[config.mk]
export PLATFORM = sky130hd
export DESIGN_NAME = spi_cmd_decoder
export DESIGN_NICKNAME = d
export VERILOG_FILES = /design/src/rtl/spi_cmd_decoder.sv
export SDC_FILE = /design/constraint.sdc
export NUM_CORES = 1
export LEC_CHECK = 0
export BUFFER_PORTS_ARGS = -buffer_cell sky130_fd_sc_hd__buf_2
export CAP_MARGIN = 20
export CORE_MARGIN = 10
export CORE_UTILIZATION = 45
export CTS_CLUSTER_DIAMETER = 80
export DETAILED_ROUTE_END_ITERATION = 6
export HOLD_SLACK_MARGIN = 0.1
export PLACE_DENSITY = 0.7
export SLEW_MARGIN = 20
export SYNTH_ARGS = -nofsm -noshare
export SYNTH_HDL_FRONTEND = slang
export SYNTH_SLANG_ARGS = --single-unit
[constraint.sdc]
create_clock -name clk -period 3 [get_ports clk]
set_input_delay 0.45 -clock clk [delete_from_list [all_inputs] [get_ports clk]]
set_output_delay 0.45 -clock clk [all_outputs]
set_load 0.005 [all_outputs]
[src/rtl/spi_cmd_decoder.sv]
// Buffers 24-bit SPI command words in a small FIFO and executes maze-map commands
// against a cell register file; returns a registered status/readback word.
module spi_cmd_decoder #(
  parameter int CELLS      = 20,
  parameter int AW         = 5,
  parameter int FIFO_DEPTH = 4
) (
  input  logic          clk,
  input  logic          rst,
  input  logic          done,
  input  logic [23:0]   word_in,
  output logic [23:0]   resp_word,
  input  logic [AW-1:0] vga_addr,
  output logic [7:0]    vga_cell,
  output logic [7:0]    robot_pos,
  output logic          busy
);
  localparam int PW = $clog2(FIFO_DEPTH);

  typedef enum logic [1:0] {IDLE, EXEC, CLEAR} state_t;

  state_t        state, state_nx;
  logic [23:0]   fifo [FIFO_DEPTH];
  logic [PW:0]   wr_ptr, rd_ptr;
  logic          empty, full, pop, push, ovf_evt;
  logic [23:0]   head;
  logic [19:0]   cmd_q;
  logic [3:0]    op;
  logic [7:0]    addr, data;
  logic          addr_ok, bad;
  logic [7:0]    cells [CELLS];
  logic [AW-1:0] clr_idx;
  logic [7:0]    rd_addr, rd_data;
  logic [3:0]    bad_cnt;
  logic          ovf;

  assign empty   = (wr_ptr == rd_ptr);
  assign full    = (wr_ptr[PW] != rd_ptr[PW]) && (wr_ptr[PW-1:0] == rd_ptr[PW-1:0]);
  assign pop     = (state == IDLE) && !empty;
  // a full FIFO still takes the word if the head leaves on the same edge
  assign push    = done && (!full || pop);
  assign ovf_evt = done && full && !pop;
  assign head    = fifo[rd_ptr[PW-1:0]];
  assign busy    = (state != IDLE) || !empty;

  assign op      = cmd_q[19:16];
  assign addr    = cmd_q[15:8];
  assign data    = cmd_q[7:0];
  assign addr_ok = addr < 8'(CELLS);
  assign bad     = (op > 4'd5) || (((op == 4'd1) || (op == 4'd3)) && !addr_ok);

  always_ff @(posedge clk) begin
    if (rst) state <= IDLE;
    else     state <= state_nx;
  end

  always_comb begin
    state_nx = state;
    case (state)
      IDLE:    if (!empty) state_nx = EXEC;
      EXEC:    state_nx = (op == 4'd2) ? CLEAR : IDLE;
      CLEAR:   if (clr_idx == AW'(CELLS - 1)) state_nx = IDLE;
      default: state_nx = IDLE;
    endcase
  end

  always_ff @(posedge clk) begin
    if (rst) begin
      wr_ptr    <= '0;
      rd_ptr    <= '0;
      cmd_q     <= '0;
      clr_idx   <= '0;
      rd_addr   <= '0;
      rd_data   <= '0;
      bad_cnt   <= '0;
      ovf       <= 1'b0;
      robot_pos <= '0;
      vga_cell  <= '0;
      resp_word <= 24'h000001;
      for (int i = 0; i < CELLS; i++) cells[i] <= 8'h00;
    end else begin
      if (push) begin
        fifo[wr_ptr[PW-1:0]] <= word_in;
        wr_ptr <= wr_ptr + 1'b1;
      end
      if (pop) begin
        cmd_q  <= {head[23:12], head[7:0]};
        rd_ptr <= rd_ptr + 1'b1;
      end
      if (state == EXEC) begin
        case (op)
          4'd1: if (addr_ok) cells[addr[AW-1:0]] <= data;
          4'd2: clr_idx <= '0;
          4'd3: if (addr_ok) begin
            rd_addr <= addr;
            rd_data <= cells[addr[AW-1:0]];
          end
          4'd4: robot_pos <= data;
          4'd5: begin
            bad_cnt <= '0;
            ovf     <= 1'b0;
          end
          default: ;
        endcase
        if (bad && (bad_cnt != 4'hF)) bad_cnt <= bad_cnt + 4'd1;
      end
      if (state == CLEAR) begin
        cells[clr_idx] <= 8'h00;
        clr_idx        <= clr_idx + AW'(1);
      end
      // placed after the ACKERR clear so a same-edge overflow wins
      if (ovf_evt) ovf <= 1'b1;
      vga_cell  <= (int'(vga_addr) < CELLS) ? cells[vga_addr] : 8'h00;
      resp_word <= {rd_addr, rd_data, bad_cnt, ovf, busy, 2'b01};
    end
  end
endmodule

Word level (Yosys, flattened, before mapping):

Memories as Yosys holds them, arrays and structs flattened. A register that Yosys moved wholly into a read port is not among the register bits.
Cells that the tools add are included.

* register bits after elaboration: 58
* memory bits (writable): 256
* input bits: 32
* output and inout port bits: 41
* word-level logic and storage cells: 96
* memories: 2

* add/sub/neg operators: 4
* magnitude comparators: 3
* equal/unequal tests: 14
* muxes and demuxes: 31
* bitwise gates (word level): 1
* reduce and logical (&&, ||, !) cells: 31

Memories
* cells: words 20, bits a word 8, rd ports 2, clocked after Yosys merged registers in 2, write ports 20, RTL line 31 `logic [7:0] cells [CELLS];`
* fifo: words 4, bits a word 24, rd ports 1, clocked after Yosys merged registers in 1, write ports 1, RTL line 23 `logic [23:0] fifo [FIFO_DEPTH];`

Operators by type and width (count)
* $mux W5: 5
* $mux W1: 18
* $mux W8: 2
* $reduce_or A8 Y1: 2
* $reduce_bool A2 Y1: 6
* $reduce_and A2 Y1: 5
* $eq A4 B2 Y1 const B: 2
* $eq A4 B3 Y1 const B: 2
* $lt A8 B5 Y1 const B: 1
* $mux W4: 2
* $logic_and A1 B1 Y1: 7
* $add A3 B1 Y3 const B: 2
* $mux W2: 3
* $pmux W2 S3: 1
* $add A5 B1 Y5 const B: 1
* $eq A5 B5 Y1 const B: 1
* $lt A5 B5 Y1 const B: 1
* $add A4 B1 Y4 const B: 1
* $eq A4 B1 Y1 const B: 1
* $gt A4 B3 Y1 const B: 1
* $logic_not A1 Y1: 4
* $logic_or A1 B1 Y1: 4
* $ne A2 B2 Y1 const B: 2
* $ne A4 B4 Y1 const B: 1
* other kinds (9): 9

Depth between registers and ports, before layout:

Gate-level depths: netlist (run 1).

* depth after elaboration: 9
* gate-level depth with buffers: 12
* mapped depth without buffers: 7

Worst setup path before layout (run 1):

OpenSTA, ideal clock, no wires.

* path type: register -> register
* start: reg state[0]
* end: mem cells[5][0] (enable)
* setup time: 0.375 ns
* arrival: 2.096 ns
* data required time: 2.625 ns
* slack: 0.530 ns
* stages on the path, launching flop included: 11
* buffers on the path: 4
* clock period less this slack: 2.470 ns
* cells stage by stage: dfxtp_1 > inv_1 > ha_1 > buf_4 > nand2b_1 > buf_4 > buf_6 > mux2i_1 > nand2_2 > buf_2 > o21bai_1

RTL lines
* start, declared: RTL line 22 `state_t state, state_nx;`
* start signal, assigned: RTL line 54 `else state <= state_nx;`
* end, declared: RTL line 31

==> reports/metrics.cfg, run 1 <==
[die]
die_h_um=213
num_rows=70
coreArea_um2=36800
io_pins=73
start_util_pct=45.8
die-area_um2=45500
die_width_um=213

[clock_tree]
cts_resized=0
cts_hold_buf=0
cts_buffers=40
clock-sinks=364
cts_tree=done
clockBufferDepth=3
clk_pin_slew_worst_paths_ns=0.06
clock_latency_ns=0.54
cts-root-buf=clkbuf_16
cts_setup_buffers=0
cts_max_level=2

[cells_and_area]
layout_commonest_cell=edfxtp_1
layout-drive-gt1-share_pct=20.9
nets=1417
layout_common_cells=edfxtp_1, mux2i_1, nand2_1
register_area_um2=10000
area_delta_synth_final_pct=12.6
post-route-util_pct=51.5
multiInputGateArea_um2=6140
fillers=3099

[synth]
syn-mean-instance-area_um2=12.9
syn_area_um2=16800
ys_seq_area_share_pct=59.5
ys_ff_latch=364
synthArstFlopShare_pct=0
yosysWarnings=0
synthDistinctLibCells=56
synth-main-ff-cell=edfxtp_1
synthCells=1307
syn_nets=1349
synth_edf_count=272

[critical_path]
r2r_start=state[0]
cp.arrival_ns=2.90
cp-start-kind=flop
rr_endpoint=cells[6][2]
critPathCapture=cells[6][2]
end_kind=flop
rrSetupSlack_ns=0.36
r2r_cells=9
crit_required_ns=3.25
critPathLaunch=state[0]
path_class=flop to flop
crit_fanout=25

[timing]
post-route-period-util_pct=88.1
slew_headroom_pct=28.5
clock_skew_ns=0.0282
rsz0062_at_grt=no
worst_pin_slew_ns=1.07
clock.fmax_ghz=0.378
fin_setup_tns_ns=0
holdWs_ns=0.128
setup_viol=0
fin_crit_ns=2.64
hold_violations=0
slew_violations=0

[grt]
grt_pass1_wl_mm=65.4
globalRoute.totalOverflow=0
antenna_found_initial=3
grt_util_all_layers_pct=18.6
grt_pass1_vias=11100
grt_max_degree=68

[power]
p_leak_nw=6.50
p_per_area_nw_per_um2=764
peakVddDrop_mv=0.521

[routing]
wl_per_cell_um=22.5
vias_per_cell=5.91
drtIter0Drc=1164
wirelength_mm=42.2
first_pass_iters=5
vias=11100
drtAntennaViolNets=0
route.detailed.drc=0

[status]
status=complete, no violations

[placement]
dp_hpwl_mm=28.7
port-buffer-count=66
gp_congestion=0.889

[flow_run]
maxCapViolations=0

[hold_path]
whs_path_depth=1
min-delay-start=word_in[17]
hp-class=input pin to flop

[where the power goes]
part	leakage (nW)	internal [W]	switching (W)
clock	0.603	0.00265	0.00193
combinational	2.47	0.00139	0.00257
sequential	3.42	0.00572	0.000219
[metrics by stage]
| stage | cells | setup WS, ns | total power [W] | cell area (µm²) |
|---|---|---|---|---|
| after floorplan | 1307 | 0.530 | 0.00873 | 16800 |
| after global placement | 1801 | 0.303 | 0.00988 | 17700 |
| after detailed placement | 1801 | 0.245 | 0.00997 | 17700 |
| after CTS | 1873 | 0.359 | 0.0145 | 19000 |
| after global routing | 1875 | 0.192 | 0.0151 | 19000 |
| final | 1875 | 0.357 | 0.0145 | 19000 |
[critical path: stages, from the launching register on]
cell and delay [ns]:
dfxtp_1 0.36, inv_1 0.08, ha_1 0.21, nand2b_1 0.08
buf_4 0.29, mux2i_1 0.32, nand2_2 0.27, buf_4 0.26
o21bai_1 0.27, buf_4 0.21
[state kept, by name, summed over array words and instances (netlist names)]
register   count
fifo          80
vga_cell       8
rd_ptr         3
state          2
ovf            1
bad_cnt        4
cells        192
wr_ptr         3
clr_idx        5
rd_data        8
resp_word     22
rd_addr        8
robot_pos      8
cmd_q         20
[cell families (layout without fill, tap and decap cells)]
family | after synthesis | after routing | synth area share (%)
mux | 194 | 194 | 15.5
simple gates | 439 | 439 | 13.1
xor+xnor | 8 | 8 | 0.416
flops | 364 | 364 | 59.5
compound gates | 166 | 166 | 6.66
other cells | 2 | 4 | 0.0446
buf+inv | 124 | 222 | 4.10
fa+ha+maj | 10 | 10 | 0.743
[metal layers]
metal | vias up | GRT usage (%) | wire length [µm]
met5 | - | 0 | 11
met4 | 2 | 6.36 | 1260
met3 | 84 | 3.24 | 3170
met2 | 437 | 30.0 | 20200
met1 | 5519 | 24.9 | 17600
li1 | 5038 | - | -
[cells in the mapped netlist (all sizes together), types with 5 or more instances]
library cell	count	area share, %
a311oi	6	0.31
nor2b	36	1.3
mux2i	138	8.3
a22oi	35	1.6
a211oi	6	0.27
nand2b	10	0.37
nor2	81	1.8
nand3b	5	0.22
nor3	137	4.8
dfxtp	92	11
nand4	8	0.30
mux4	51	6.8
clkbuf	33	0.74
o21ai	12	0.36
xnor2	5	0.26
edfxtp	272	49
nand2	123	2.8
inv	14	0.31
o21bai	22	0.98
ha	10	0.74
a21oi	43	1.3
a22o	12	0.62
a31oi	18	0.67
nand3	16	0.48
and2	11	0.41
buf	77	3.1
mux2	5	0.33
[how the worst min path moves through the flow]
stage,to,slack [ns]
after detailed placement,rd_addr[3],0.44
final,fifo[1][17],0.13
after CTS,fifo[1][17],0.11
after global placement,rd_addr[4],0.44
after global routing,fifo[0][17],0.11
after floorplan,rd_addr[0],0.43
[layout make-up]
type                       instances  share of cell area (%)
timing repair buffer             136                    4.86
sequential                       364                    52.8
antenna                            2                  0.0264
clock inverter                    17                   0.574
tap                              468                    3.09
inverter                          14                   0.277
clock buffer                      55                    5.96
multi-input combinational        819                    32.4
(Power assumes the default switching activity.)
==> inputs of run 2 (changes only) <==
- clock period: 3 -> 3.1 ns (I/O delays scaled with it)
==> reports/metrics.cfg, run 2 (synthesis gave the netlist of run 1 again) <==
[status]
status=complete, no violations

[die]
num_rows=70
die-area_um2=45500
io_pins=73
die_h_um=213
die_width_um=213
coreArea_um2=36800
start_util_pct=45.8

[timing]
clock_skew_ns=0.0172
post-route-period-util_pct=88.7
fin_setup_tns_ns=0
hold_violations=0
setup_viol=0
worst_pin_slew_ns=1.05
rsz0062_at_grt=no
slew_violations=0
clock.fmax_ghz=0.364
holdWs_ns=0.138
fin_crit_ns=2.75
slew_headroom_pct=30.2

[clock_tree]
cts_setup_buffers=0
cts_resized=0
cts_buffers=39
clock-sinks=364
cts_hold_buf=0
cts-root-buf=clkbuf_16
clock_latency_ns=0.54
cts_tree=done
cts_max_level=2
clockBufferDepth=3
clk_pin_slew_worst_paths_ns=0.06

[power]
power_frac_clock_pct=31.5
pwr-share-comb_pct=26.9
p_leak_nw=6.51
p_switching_w=0.00457
p_per_area_nw_per_um2=738
power.internal_w=0.00942
sequentialPowerShare_pct=41.6
swShare_pct=32.7
peakVddDrop_mv=0.621

[grt]
grt_pass1_vias=11100
globalRoute.totalOverflow=0
antenna_found_initial=1
grt_pass1_wl_mm=66.1
grt_max_degree=54
grt_util_all_layers_pct=18.9

[critical_path]
path_class=flop to flop
r2r_cells=9
crit_required_ns=3.35
cp.arrival_ns=2.99
crit_fanout=17
r2r_start=state[0]
end_kind=flop
cp-start-kind=flop
rrSetupSlack_ns=0.35
rr_endpoint=cells[11][4]

[cells_and_area]
nets=1417
layout_common_cells=edfxtp_1, mux2i_1, nand2_1
layout_commonest_cell=edfxtp_1
fin_area_um2=19000
largest_reg_flops=192
area_delta_synth_final_pct=12.6
diodes=0
top_register=cells
layout-drive-gt1-share_pct=20.7

[placement]
dp_hpwl_mm=29.0
port-buffer-count=66
post_dp_cell_area_um2=17700
gp_congestion=0.877

[hold_path]
min-delay-start=word_in[23]
hp-class=input pin to flop
whs_path_depth=1
holdPathEnd=fifo[2][23]

[routing]
first_pass_iters=6
wirelength_mm=43.0
wl_per_cell_um=23.0
route.detailed.drc=0
vias=11300
drtIter0Drc=1318
drtAntennaViolNets=0
vias_per_cell=6.01

[flow_run]
maxCapViolations=0

## run 2: cell types whose count changed in the layout (fill, tap and decap cells not counted), sizes merged
| cell | before | now |
|---|---|---|
| diode | 2 | 0 |
| clkinvlp | 3 | 0 |
| clkbuf | 55 | 61 |
| inv | 15 | 17 |
| buf | 136 | 137 |
| clkinv | 13 | 8 |
## run 2: worst max-delay path by stage
stage / depth (start not counted) / end / from
3_3_place_gp: 6 / cells[16][3] / rst
5_1_grt: 9 / cells[11][4] / state[0]
2_1_floorplan: 10 / cells[5][0] / state[0]
6_report: 9 / cells[11][4] / state[0]
4_1_cts: 9 / cells[11][4] / state[0]
3_5_place_dp: 6 / cells[18][0] / rst
## run 2: stage by stage
step	worst slack (ns)	instances	total power (W)	utilization, %
6_report	0.352	1874	0.0140	51.5
2_1_floorplan	0.630	1307	0.00845	-
4_1_cts	0.349	1873	0.0140	51.5
3_3_place_gp	0.287	1801	0.00954	48.2
3_5_place_dp	0.244	1801	0.00962	48.2
5_1_grt	0.118	1874	0.0145	51.5
## run 2: routing by layer
| metal | vias to the layer above | track usage (%) | share of wire [%] | routed length [µm] |
|---|---|---|---|---|
| met4 | 2 | 7.04 | 3.4 | 1470 |
| met2 | 531 | 30.1 | 47 | 20300 |
| met5 | - | 0 | 0.028 | 12 |
| met1 | 5582 | 25.4 | 41 | 17600 |
| met3 | 110 | 3.21 | 8.4 | 3600 |
| li1 | 5034 | - | - | - |
## run 2: critical path, stage by stage (launching register included)
cell	delay, ns
dfxtp_1	0.36
inv_1	0.08
ha_1	0.21
nand2b_1	0.38
buf_4	0.25
nand3b_1	0.08
o21ai_1	0.12
nand2_2	0.27
o21bai_1	0.44
buf_4	0.24
## run 2: power by group through the flow
stage	logic, W	clock network [W]	registers [W]
after floorplan	0.00269	0	0.00577
after global placement	0.00364	0	0.00590
after detailed placement	0.00370	0	0.00592
after CTS	0.00371	0.00446	0.00581
after global routing	0.00402	0.00466	0.00585
final	0.00376	0.00441	0.00582
## run 2: area by class of cell
cell class,count,area (µm²)
fill,3083,17800
sequential,364,10000
multi-input combinational,819,6140
clock buffer,61,1140
timing repair buffer,137,948
tap,468,586
clock inverter,11,63.8
inverter,14,52.6
==> inputs of run 3 (changes only) <==
- ABC_AREA: default -> 1
==> reports/metrics.cfg, run 3 <==
[die]
start_util_pct=45.8
num_rows=77
die-area_um2=54100
io_pins=73
die_width_um=233
die_h_um=233
coreArea_um2=44400

[placement]
dp_hpwl_mm=34.8
post_dp_cell_area_um2=21200
gp_congestion=0.870
port-buffer-count=66

[cells_and_area]
layout_common_cells=nand2_1, nor2_1, edfxtp_1
diodes=0
layout_commonest_cell=nand2_1
nets=2377
largest_reg_flops=256
layout-drive-gt1-share_pct=9.45
area_delta_synth_final_pct=12.4
top_register=cells
fin_area_um2=22900

[synth]
syn_area_um2=20300
synthCells=2297
synthArstFlopShare_pct=0
syn-mean-instance-area_um2=8.85
synthDistinctLibCells=41
synth_area_leader_cell=edfxtp_1
synth-main-ff-cell=edfxtp_1
netlist_top_cells_count=nand2_1, nor2_1, edfxtp_1, inv_1, nand3_1
ys_seq_area_share_pct=58.7
syn_nets=2339
synth_top_area_share_pct=49.6
yosysWarnings=0
synth_most_common_cell=nand2_1
synth_edf_count=336
ys_ff_latch=428
synth.area.top_cells=edfxtp_1, nand2_1, dfxtp_1

[clock_tree]
clock-sinks=428
cts_resized=0
cts-root-buf=clkbuf_16
cts_tree=done
cts_max_level=2
clk_pin_slew_worst_paths_ns=0.06
cts_buffers=44
cts_hold_buf=18
clock_latency_ns=0.59
cts_setup_buffers=0
clockBufferDepth=3

[routing]
vias=16000
vias_per_cell=5.39
wl_per_cell_um=18.2
drtIter0Drc=1915
drtAntennaViolNets=0
first_pass_iters=6
wirelength_mm=53.9
route.detailed.drc=0

[grt]
grt_pass1_wl_mm=84.0
globalRoute.totalOverflow=0
grt_util_all_layers_pct=19.6
antenna_found_initial=0
grt_pass1_vias=15600
grt_max_degree=102

[critical_path]
critPathLaunch=state[0]
rr_endpoint=cells[15][3]
cp_slowest_stage_delay_ns=0.39
crit_fanout=12
path_class=flop to flop
path_cells=inv_1 -> ha_1 -> nand2_2 -> nand2_1 -> o21ai_4 -> nand2_1 -> nor2_4 -> nand4_4 -> nand2_1
worst_path_most_repeated_cell=nand2_1
rrSetupSlack_ns=0.31
cp.arrival_ns=3.02
crit_slowest_cell=nand2_1
critPathTopFamily=simple AND/OR/NAND/NOR gates
r2r_start=state[0]
r2r_cells=9
end_kind=flop
crit_required_ns=3.33
cp-start-kind=flop
crit_buf_inv=1

[timing]
fin_crit_ns=2.79
setup_viol=0
post-route-period-util_pct=90.0
clock.fmax_ghz=0.358
hold_violations=0
slew_headroom_pct=25.9
worst_pin_slew_ns=1.11
slew_violations=0
clock_skew_ns=0.0236
fin_setup_tns_ns=0
rsz0062_at_grt=no

[hold_path]
min-delay-start=word_in[1]
hp-class=input pin to flop
whs_path_depth=1
holdPathEnd=fifo[0][1]

[power]
peakVddDrop_mv=0.490
p_per_area_nw_per_um2=752
p_leak_nw=9.43
totalPowerFinal_w=0.0172

[status]
status=complete, no violations

[flow_run]
maxCapViolations=0

[run 3: worst max-delay path by stage]
stage                   end  cells after the start  slack (ns)
6_report       cells[15][3]                      9        0.31
5_1_grt        cells[14][3]                      9        0.15
4_1_cts         cells[6][5]                      8        0.32
3_5_place_dp    cells[6][5]                      9        0.35
3_3_place_gp   cells[27][7]                      8        0.42
2_1_floorplan  cells[22][0]                      9        0.48
[run 3: cell families after synthesis]
group,count (synthesis),share of synthesized area (%)
AOI/OAI and AO/OA,311,8.68
buffers and inverters,420,8.06
other,2,0.0369
adders and majority gates,10,0.615
xor gates and xnor gates,5,0.215
and+or+nand+nor,1121,23.7
DFF,428,58.7
[run 3: final cells by class]
| type | instances | area (µm²) |
|---|---|---|
| Clock buffer | 57 | 1180 |
| Fill cell | 3981 | 21600 |
| Multi-Input combinational cell | 1449 | 6770 |
| Clock inverter | 25 | 298 |
| Tap cell | 592 | 741 |
| Sequential cell | 428 | 11900 |
| Timing Repair Buffer | 125 | 846 |
| Inverter | 287 | 1090 |
[run 3: where the power goes]
| group | internal, W | switching [W] |
|---|---|---|
| logic | 0.00124 | 0.00370 |
| clock network | 0.00314 | 0.00230 |
| registers | 0.00661 | 0.000197 |
[run 3: routing by layer]
layer  up-vias  GRT usage [%]  part of all wire, %
met5         -              0                    0
met1      7569           24.6                   40
met3       132           3.42                  8.0
li1       7590              -                    -
met4         0           7.59                  3.5
met2       692           33.3                   48
[run 3: stage by stage]
| step | cells | util [%] | setup WS (ns) | hold slack [ns] |
|---|---|---|---|---|
| 3_5_place_dp | 2863 | 47.7 | 0.349 | 0.414 |
| 2_1_floorplan | 2297 | - | 0.477 | 0.400 |
| 6_report | 2963 | 51.5 | 0.309 | 0.118 |
| 3_3_place_gp | 2863 | 47.7 | 0.421 | 0.407 |
| 4_1_cts | 2963 | 51.5 | 0.316 | 0.103 |
| 5_1_grt | 2963 | 51.5 | 0.154 | 0.119 |
